### config.mk
export PLATFORM = sky130hd
export DESIGN_NAME = adc_spi_master
export DESIGN_NICKNAME = d
export VERILOG_FILES = /design/src/rtl/adc_spi_master.sv
export SDC_FILE = /design/constraint.sdc
export NUM_CORES = 1
export LEC_CHECK = 0
export CAP_MARGIN = 25
export CORE_ASPECT_RATIO = 1.5
export CORE_MARGIN = 3
export CORE_UTILIZATION = 40
export CTS_CLUSTER_SIZE = 14
export DETAILED_ROUTE_END_ITERATION = 8
export SLEW_MARGIN = 20
export SYNTH_ARGS = -nofsm -noshare
export SYNTH_HDL_FRONTEND = slang
export SYNTH_SLANG_ARGS = --single-unit
export TNS_END_PERCENT = 100
### constraint.sdc
create_clock -name clk3p2M -period 2.2 [get_ports clk3p2M]
set_input_delay 0.66 -clock clk3p2M [delete_from_list [all_inputs] [get_ports clk3p2M]]
set_output_delay 0.66 -clock clk3p2M [all_outputs]
set_load 0.005 [all_outputs]
### src/rtl/adc_spi_master.sv
// adc_spi_master
// SPI master for the 16-channel 10-bit board ADC. A one-cycle adc_go starts
// one chip-select frame. The frame sends the command word {1, chan, zeros}
// MSB first on adc_mosi and collects adc_miso. The 10-bit sample is returned
// on adc_in together with a one-cycle adc_valid pulse. SCLK is generated from
// clk3p2M by a counter (CPOL=1, CPHA=1), so there is only one clock domain.
//
// Ports
//   clk3p2M    in   system clock, the only clock
//   rst_n      in   synchronous active-low reset
//   adc_go     in   start request, sampled only while idle
//   adc_chan   in   [3:0] channel, latched into the command word on accept
//   adc_in     out  [9:0] last converted sample, held until next valid
//   adc_valid  out  one-cycle pulse when adc_in is updated
//   adc_busy   out  high whenever not idle
//   adc_cs_n   out  ADC chip select, active low
//   adc_sclk   out  SPI clock, idles high
//   adc_mosi   out  command bit to the ADC
//   adc_miso   in   data bit from the ADC
module adc_spi_master #(
  parameter int unsigned FRAME_BITS  = 16,
  parameter int unsigned DATA_MSB    = 11,
  parameter int unsigned HALF_PERIOD = 1,
  parameter int unsigned CS_LEAD     = 1,
  parameter int unsigned QUIET       = 2
) (
  input  logic       clk3p2M,
  input  logic       rst_n,
  input  logic       adc_go,
  input  logic [3:0] adc_chan,
  output logic [9:0] adc_in,
  output logic       adc_valid,
  output logic       adc_busy,
  output logic       adc_cs_n,
  output logic       adc_sclk,
  output logic       adc_mosi,
  input  logic       adc_miso
);

  localparam int unsigned HW = $clog2(HALF_PERIOD) + 1;
  localparam int unsigned BW = $clog2(FRAME_BITS) + 1;
  localparam int unsigned LW = $clog2(CS_LEAD + QUIET) + 1;

  typedef enum logic [2:0] {
    S_IDLE,
    S_SETUP,
    S_SHIFT,
    S_HOLD,
    S_DONE,
    S_QUIET
  } state_e;

  state_e                  state_q;
  logic [FRAME_BITS-1:0]   tx_q;
  logic [9:0]              rx_q;
  logic [HW-1:0]           half_q;
  logic [BW-1:0]           bit_q;
  logic [LW-1:0]           cnt_q;
  logic [9:0]              adc_in_q;
  logic                    valid_q;
  logic                    busy_q;
  logic                    cs_n_q;
  logic                    sclk_q;
  logic                    mosi_q;

  logic [FRAME_BITS-1:0]   tx_d;
  logic                    rx_take_d;

  // Command word: start bit and channel in the top five bits, zeros below.
  always_comb begin
    tx_d = FRAME_BITS'({1'b1, adc_chan}) << (FRAME_BITS - 5);
  end

  // Only the ten received bits that form the sample are kept. Bit number
  // bit_q arrives as word bit FRAME_BITS-1-bit_q, so the window
  // DATA_MSB..DATA_MSB-9 maps onto these bit_q values.
  always_comb begin
    rx_take_d = (bit_q >= BW'(FRAME_BITS - 1 - DATA_MSB)) &&
                (bit_q <= BW'(FRAME_BITS - 1 - DATA_MSB + 9));
  end

  always_ff @(posedge clk3p2M) begin
    if (!rst_n) begin
      state_q  <= S_IDLE;
      tx_q     <= '0;
      rx_q     <= '0;
      half_q   <= '0;
      bit_q    <= '0;
      cnt_q    <= '0;
      adc_in_q <= '0;
      valid_q  <= 1'b0;
      busy_q   <= 1'b0;
      cs_n_q   <= 1'b1;
      sclk_q   <= 1'b1;
      mosi_q   <= 1'b0;
    end else begin
      valid_q <= 1'b0;
      unique case (state_q)
        S_IDLE: begin
          if (adc_go) begin
            state_q <= S_SETUP;
            busy_q  <= 1'b1;
            cs_n_q  <= 1'b0;
            tx_q    <= tx_d;
            mosi_q  <= tx_d[FRAME_BITS-1];
            rx_q    <= '0;
            cnt_q   <= '0;
          end
        end
        S_SETUP: begin
          if (cnt_q == LW'(CS_LEAD - 1)) begin
            state_q <= S_SHIFT;
            sclk_q  <= 1'b0;
            half_q  <= '0;
            bit_q   <= '0;
          end else begin
            cnt_q <= cnt_q + 1'b1;
          end
        end
        S_SHIFT: begin
          if (half_q != HW'(HALF_PERIOD - 1)) begin
            half_q <= half_q + 1'b1;
          end else begin
            half_q <= '0;
            if (!sclk_q) begin
              sclk_q <= 1'b1;
              if (rx_take_d) begin
                rx_q <= {rx_q[8:0], adc_miso};
              end
            end else if (bit_q == BW'(FRAME_BITS - 1)) begin
              state_q <= S_HOLD;
            end else begin
              sclk_q <= 1'b0;
              bit_q  <= bit_q + 1'b1;
              mosi_q <= tx_q[FRAME_BITS-2];
              tx_q   <= tx_q << 1;
            end
          end
        end
        S_HOLD: begin
          state_q  <= S_DONE;
          cs_n_q   <= 1'b1;
          mosi_q   <= 1'b0;
          valid_q  <= 1'b1;
          adc_in_q <= rx_q;
        end
        S_DONE: begin
          // The first idle cycle counts as the last quiet cycle, so QUIET
          // cs_n-high cycles follow DONE before the next go can take effect.
          cnt_q <= '0;
          if (QUIET > 1) begin
            state_q <= S_QUIET;
          end else begin
            state_q <= S_IDLE;
            busy_q  <= 1'b0;
          end
        end
        S_QUIET: begin
          if (cnt_q == LW'(QUIET - 2)) begin
            state_q <= S_IDLE;
            busy_q  <= 1'b0;
          end else begin
            cnt_q <= cnt_q + 1'b1;
          end
        end
        default: begin
          state_q <= S_IDLE;
          busy_q  <= 1'b0;
          cs_n_q  <= 1'b1;
          sclk_q  <= 1'b1;
        end
      endcase
    end
  end

  assign adc_in    = adc_in_q;
  assign adc_valid = valid_q;
  assign adc_busy  = busy_q;
  assign adc_cs_n  = cs_n_q;
  assign adc_sclk  = sclk_q;
  assign adc_mosi  = mosi_q;

endmodule

Word-level counts from Yosys, hierarchy flattened
Cells that the tools add are included.
- register bits after elaboration: 52
- bits in latches: 0
- RAM bits: 0
- bits in read-only memories: 0
- word-level logic and storage cells: 98
- memories: 0
- add/sub/neg operators: 3
- multipliers: 0
- div/mod/pow operators: 0
- magnitude comparators: 2
- eq/ne operators: 16
- shifts and indexed selects: 0
- mux-type cells: 41
- bitwise operators: 3
- reductions and logical operators: 21
- operators by type and width (cell ; count):
    2-to-1 mux 15 bit ; 4
    2-to-1 mux 10 bit ; 4
    case mux 15 bit (2 select lines) ; 1
    2-to-1 mux 3 bit ; 8
    2-to-1 mux 5 bit ; 4
    != test 2 bit, second input constant ; 10
    case mux 10 bit (2 select lines) ; 1
    AND reduction 5 bit ; 4
    case mux 3 bit (6 select lines) ; 1
    OR reduction 4 bit ; 3
    2-to-1 mux 1 bit ; 11
    case mux 5 bit (2 select lines) ; 1
    case mux 1 bit (3 select lines) ; 3
    case mux 3 bit (3 select lines) ; 1
    AND reduction 3 bit ; 3
    equality test 3 x 2 -> 1 bit, second input constant ; 2
    equality test 3 bit, second input constant ; 2
    logical NOT 3 bit ; 2
    AND reduction 6 bit ; 1
    nonzero test 3 bit ; 2
    adder 5 x 1 -> 5 bit, second input constant ; 1
    equality test 5 x 4 -> 1 bit, second input constant ; 1
    >= comparator 5 x 3 -> 1 bit, second input constant ; 1
    less-or-equal comparator 5 x 4 -> 1 bit, second input constant ; 1
    other kinds (9) ; 14

Depth between registers and ports, before layout
- depth after elaboration: 6
- depth in mapped cells: 6
- gate-level depth less buffers: 6

Worst setup path after synthesis
OpenSTA, ideal clock, no wires.
- kind: reg-to-reg
- from: reg bit_q[0]
- to: reg bit_q[0]
- library setup time: 72 ps
- arrival time: 1702 ps
- path slack: 426 ps
- stages on the path, launching flop included: 7
- path buffers: 0
- cells stage by stage: dfxtp_1 -> ha_1 -> and3_1 -> ha_1 -> nand4bb_1 -> a21oi_1 -> mux2i_1
- cells in the longest elaborated chain, start to end: 5
- elaborated cells on any way between the ends: 8
- ends and longest elaborated chain (what ; RTL line ; source):
    start: declaration ; 57 ; logic [BW-1:0] bit_q;
    start signal: assignment ; 134 ; bit_q <= bit_q + 1'b1;
    adder 5 x 1 -> 5 bit ; 134 ;
    2-to-1 mux 5 bit ; 130 ; end else if (bit_q == BW'(FRAME_BITS - 1)) begin
    2-to-1 mux 5 bit ; 125 ; if (!sclk_q) begin
    2-to-1 mux 5 bit ; 121 ; if (half_q != HW'(HALF_PERIOD - 1)) begin
    case mux 5 bit (2 select lines) ; 98 ; unique case (state_q)
Parallel ways exist; a longest one is shown, timed or not. The select of a mux whose other input is x is not followed.
A chain may end at the register's enable or synchronous reset.

Worst setup path in the final report
- from: reg sclk_q (netlist: adc_sclk)
- to: out adc_sclk
- RTL lines (what ; RTL line ; source):
    start: declaration ; 63 ; logic sclk_q;
    start signal: assignment ; 94 ; sclk_q <= 1'b1;
    start signal: assignment ; 113 ; sclk_q <= 1'b0;
    start signal: assignment ; 126 ; sclk_q <= 1'b1;
    end: declaration ; 35 ; output logic adc_sclk,
No word-level cell between the ends.

==> results <==
- Counting I/O delays and the setup requirement, the final critical path takes 2.00 ns.
- In this run the number of cells on the critical path is 1.
- In this run the worst setup path begins at adc_sclk$_SDFFE_PN1P_.
- The share of synthesized flip-flops with an asynchronous set or reset is 0%.
- The filler cell count is 468.
- The number of buffers inserted by hold repair at cts is 0.
- TritonCTS built the clock tree.
- The setup path with the least slack is of type reg2out.
- The root buffer cell is sky130_fd_sc_hd__clkbuf_8.
- The slew at the pin closest to its max-slew limit is 0.412 ns.
- In this run the vertical extent of the chip is 90.8 um.
- Counting flops and latches in the post-synthesis netlist gives 40.
- The completed layout was analyzed and its total power is 1.68 mW.
- The ratio of total power to cell area is 711 mW/mm^2.
- Setup repair after global routing left no endpoint under its margin.
- The Yosys step of the flow raised 0 warnings.
- Routability-driven placement finished with a final weighted congestion of 0.723.
- The endpoint identified for the worst register-to-register timing path is bit_q[4]$_SDFFE_PN0P_.
- The ratio of routed vias to standard cells is 5.04.
- The worst reg-to-reg path cell count is 7.
- The capturing element type of the critical path is an output port.
- The number of detailed-route iterations in the first pass is 4.
- The flop-to-flop setup slack is 0.29 ns.
- The post-synthesis area per instance is 9.30 sq um.
- The net switching fraction of the power is 26.3%.
- The fraction of layout instances using a drive strength above 1 is 11.1%.
- For the worst setup path, the data arrival time is 1.34 ns.
- The cell type with the largest total area after synthesis is sky130_fd_sc_hd__dfxtp_1.
- The number of buffers and inverters on the critical path is 1.
- Once the clock tree was built, the setup fixing pass inserted 0 buffers.
- The first global-routing pass estimated 6760 um of wire.
- For this configuration, the core starts out at a cell density of 41.8%.
- Summing all multi-input logic gate instances after layout gives 0.00101 sq mm.
- In this run the standard cell core region covers 0.00458 sq mm.
- The sum of negative setup slack is 0 ns.
- The area of the die is 0.00567 sq mm.
- The final number of hold-violating endpoints is 0.
- The number of top-level pins is 23.
- The starting DRC count in detailed routing is 58.
- The library cell used most frequently in the layout, excluding fill and tap cells, is sky130_fd_sc_hd__dfxtp_1.
- Clock tree synthesis inserted a total of 5 buffers.
- In this run the remaining antenna-violating nets after routing total 0.
- The largest delay contributor family on the critical path is buffers and inverters.
- The clock latency at the later pin of the worst-skew pair is 0.29 ns.
- The required time at the endpoint of the critical path is 1.54 ns.
- Setup violations remaining at the end of the flow were counted as 0.
- The count of max-cap constraint violations is 0.
- Among all flip-flop cells after synthesis, the most frequent one is sky130_fd_sc_hd__dfxtp_1.
- After synthesis, the netlist uses 40 different library cells.
- IR analysis of the VDD net gives a maximum drop of 0.000461 V.
- The number of antenna diodes in the final layout is 0.
- The share of Yosys cell area claimed by the top area cell type is 41.8%.
- Summed over all nets, the half-perimeter wirelength after detailed placement is 2740 um.
- The cell area that synthesis handed to floorplanning was 0.00192 sq mm.
- The post-detailed-routing wire length is 3880 um.
- The relative contribution of the clock network to total power is 36.5%.
- The area growth from synthesis to layout is 23.5%.
- The worst setup path endpoint is adc_sclk.
- The number of nets in the layout is 248.
- The site row count is 30.
- The maximum root-to-sink buffer count is 2.
- CTS built an H-tree with a depth of 2.
- Synthesis produced 206 cells.
- The all-layer global routing usage is 14.6%.
- The net switching power figure is 0.442 mW.
- The total nets after synthesis is 220.
- Entering global routing, the biggest net connects 24 pins.
- The worst setup path is launched from a register.
- The maximum clock frequency is 499 MHz.
- The fraction of the cycle the final worst path needs is 91.1%.
- The analysis attributes to cell leakage a power of 0.970 nW.
- The remaining routing DRC violations is 0.
- The number of pins exceeding their max-slew limit in the final report was 0.
- Internal power comes to 1.24 mW.
- After synthesis, the cell types taking the most area are sky130_fd_sc_hd__dfxtp_1 42%, sky130_fd_sc_hd__mux2i_1 14%, sky130_fd_sc_hd__ha_1 3.9%.
- In this design, the stage delay of the slowest critical-path cell is 0.56 ns.
- The kind of path behind the tightest hold check is reg2reg.
- The number of synthesized flops with an enable pin is 0.
- The initial antenna violation count came to 0.
- In the final routed layout, each cell accounts on average for 13.0 um.
- Among all stages on the critical path, the largest delay is contributed by sky130_fd_sc_hd__clkdlybuf4s50_1.
- The remaining max-slew budget at the tightest pin is 72.3%.
- The portion of total power attributed to sequential cells is 46.9%.
- For this block, the via count after detailed routing is 1,506.
- In the layout the commonest cells are 40 x sky130_fd_sc_hd__dfxtp_1, 27 x sky130_fd_sc_hd__mux2i_1, 22 x sky130_fd_sc_hd__clkdlybuf4s50_1.
- After clock tree synthesis, the clock-pin slew on the worst setup and hold paths is 0.08 ns.
- The overall overflow remaining after global route is 0.
- The share of synthesized area occupied by flip-flops and latches is 41.8%.
- The number of port buffers is 22.
- The number of sinks handled by clock tree synthesis is 40.
- In this run the worst path has a maximum fanout of 9.
- The worst clock skew is 0.00652 ns.
- The run finished with clean final reports.
- Registers take 801 sq um.
- Walking the worst path, the cells encountered are clkdlybuf4s50_1.
- The worst register-to-register path begins at bit_q[1]$_SDFFE_PN0P_.
- Measured along the x axis, the die boundary spans 62.5 um.
- The relative contribution of combinational cells to total power is 16.6%.
- The post-cts repair resize count is 0.
- The via count of the first global-routing pass was 1,482.
worst register-to-register path: cells and delay by family, from the launching register on:
kind / cells / cell delay [ns]
simple gates: 2 / 0.45
buf+inv: 1 / 0.19
compound gates: 2 / 0.39
flops: 1 / 0.35
fa+ha+maj: 2 / 0.45
worst min-delay path by stage:
| stage | start | to | slack [ns] | depth (start not counted) |
|---|---|---|---|---|
| after floorplan | tx_q[11]$_SDFFE_PN0P_ | tx_q[11]$_SDFFE_PN0P_ | 0.43 | 2 |
| after global placement | tx_q[11]$_SDFFE_PN0P_ | tx_q[11]$_SDFFE_PN0P_ | 0.44 | 2 |
| after detailed placement | tx_q[11]$_SDFFE_PN0P_ | tx_q[11]$_SDFFE_PN0P_ | 0.45 | 2 |
| after CTS | tx_q[11]$_SDFFE_PN0P_ | tx_q[11]$_SDFFE_PN0P_ | 0.46 | 2 |
| after global routing | tx_q[11]$_SDFFE_PN0P_ | tx_q[11]$_SDFFE_PN0P_ | 0.48 | 2 |
| final | tx_q[11]$_SDFFE_PN0P_ | tx_q[11]$_SDFFE_PN0P_ | 0.46 | 2 |
cell families (layout without fill, tap and decap cells):
group,after synthesis,after routing,share of synthesized area [%]
compound gates,45,45,15.5
simple gates,64,64,19.1
mux,27,27,14.1
flops,40,40,41.8
buf+inv,24,53,5.62
fa+ha+maj,6,6,3.92
final cells by class:
cell class | instances | share of cell area [%]
multi-input cells | 142 | 42.6
repair buffers | 37 | 14.1
inverters | 8 | 1.27
clock inverters | 3 | 1.96
well taps | 64 | 3.38
flip-flops and latches | 40 | 33.8
clock buffers | 5 | 2.91
flip-flops by register name (all words and copies together), names as in the netlist, 3 cells and up:
| register | count |
|---|---|
| adc_in | 10 |
| bit_q | 5 |
| cnt_q | 3 |
| rx_q | 10 |
| state_q | 3 |
| tx_q | 4 |
cells in the mapped netlist, drive strengths merged (2+ instances only):
library cell and n:
nand2b 6, nor2b 4, dfxtp 40, a21oi 11, mux2i 27, or2 2, nand4bb 2, a211o 2
ha 6, inv 7, o21ai 10, nor2 13, nor4b 2, clkbuf 6, o211ai 7, a211oi 9
nand2 12, nand3b 2, nand3 13, nor3b 2, buf 10
per-stage QoR:
step | area, sq um | util [%] | hold WS [ns] | setup WS [ns] | cells
global route | 2370 | 51.7 | 0.484 | 0.120 | 299
global placement | 2250 | 49.2 | 0.442 | 0.0435 | 291
detailed placement | 2250 | 49.2 | 0.445 | 0.0527 | 291
finish | 2370 | 51.7 | 0.456 | 0.196 | 299
floorplan | 1920 | - | 0.428 | 0.426 | 206
CTS | 2370 | 51.7 | 0.459 | 0.192 | 299
per-layer routing:
layer / vias up / GRT usage (%) / routed length [um]
met5: - / 0 / 0
met3: 5 / 3.86 / 103
met1: 692 / 17.1 / 1810
met2: 20 / 25.3 / 1900
li1: 789 / - / -
met4: 0 / 4.97 / 55
power by group through the flow:
| stage | Combinational [mW] | Sequential, mW | Clock (mW) |
|---|---|---|---|
| after global placement | 0.280 | 0.807 | 0 |
| after detailed placement | 0.280 | 0.806 | 0 |
| final | 0.280 | 0.789 | 0.613 |
| after CTS | 0.282 | 0.789 | 0.634 |
| after floorplan | 0.185 | 0.797 | 0 |
| after global routing | 0.311 | 0.795 | 0.661 |
Power figures use the tool's default switching activity.
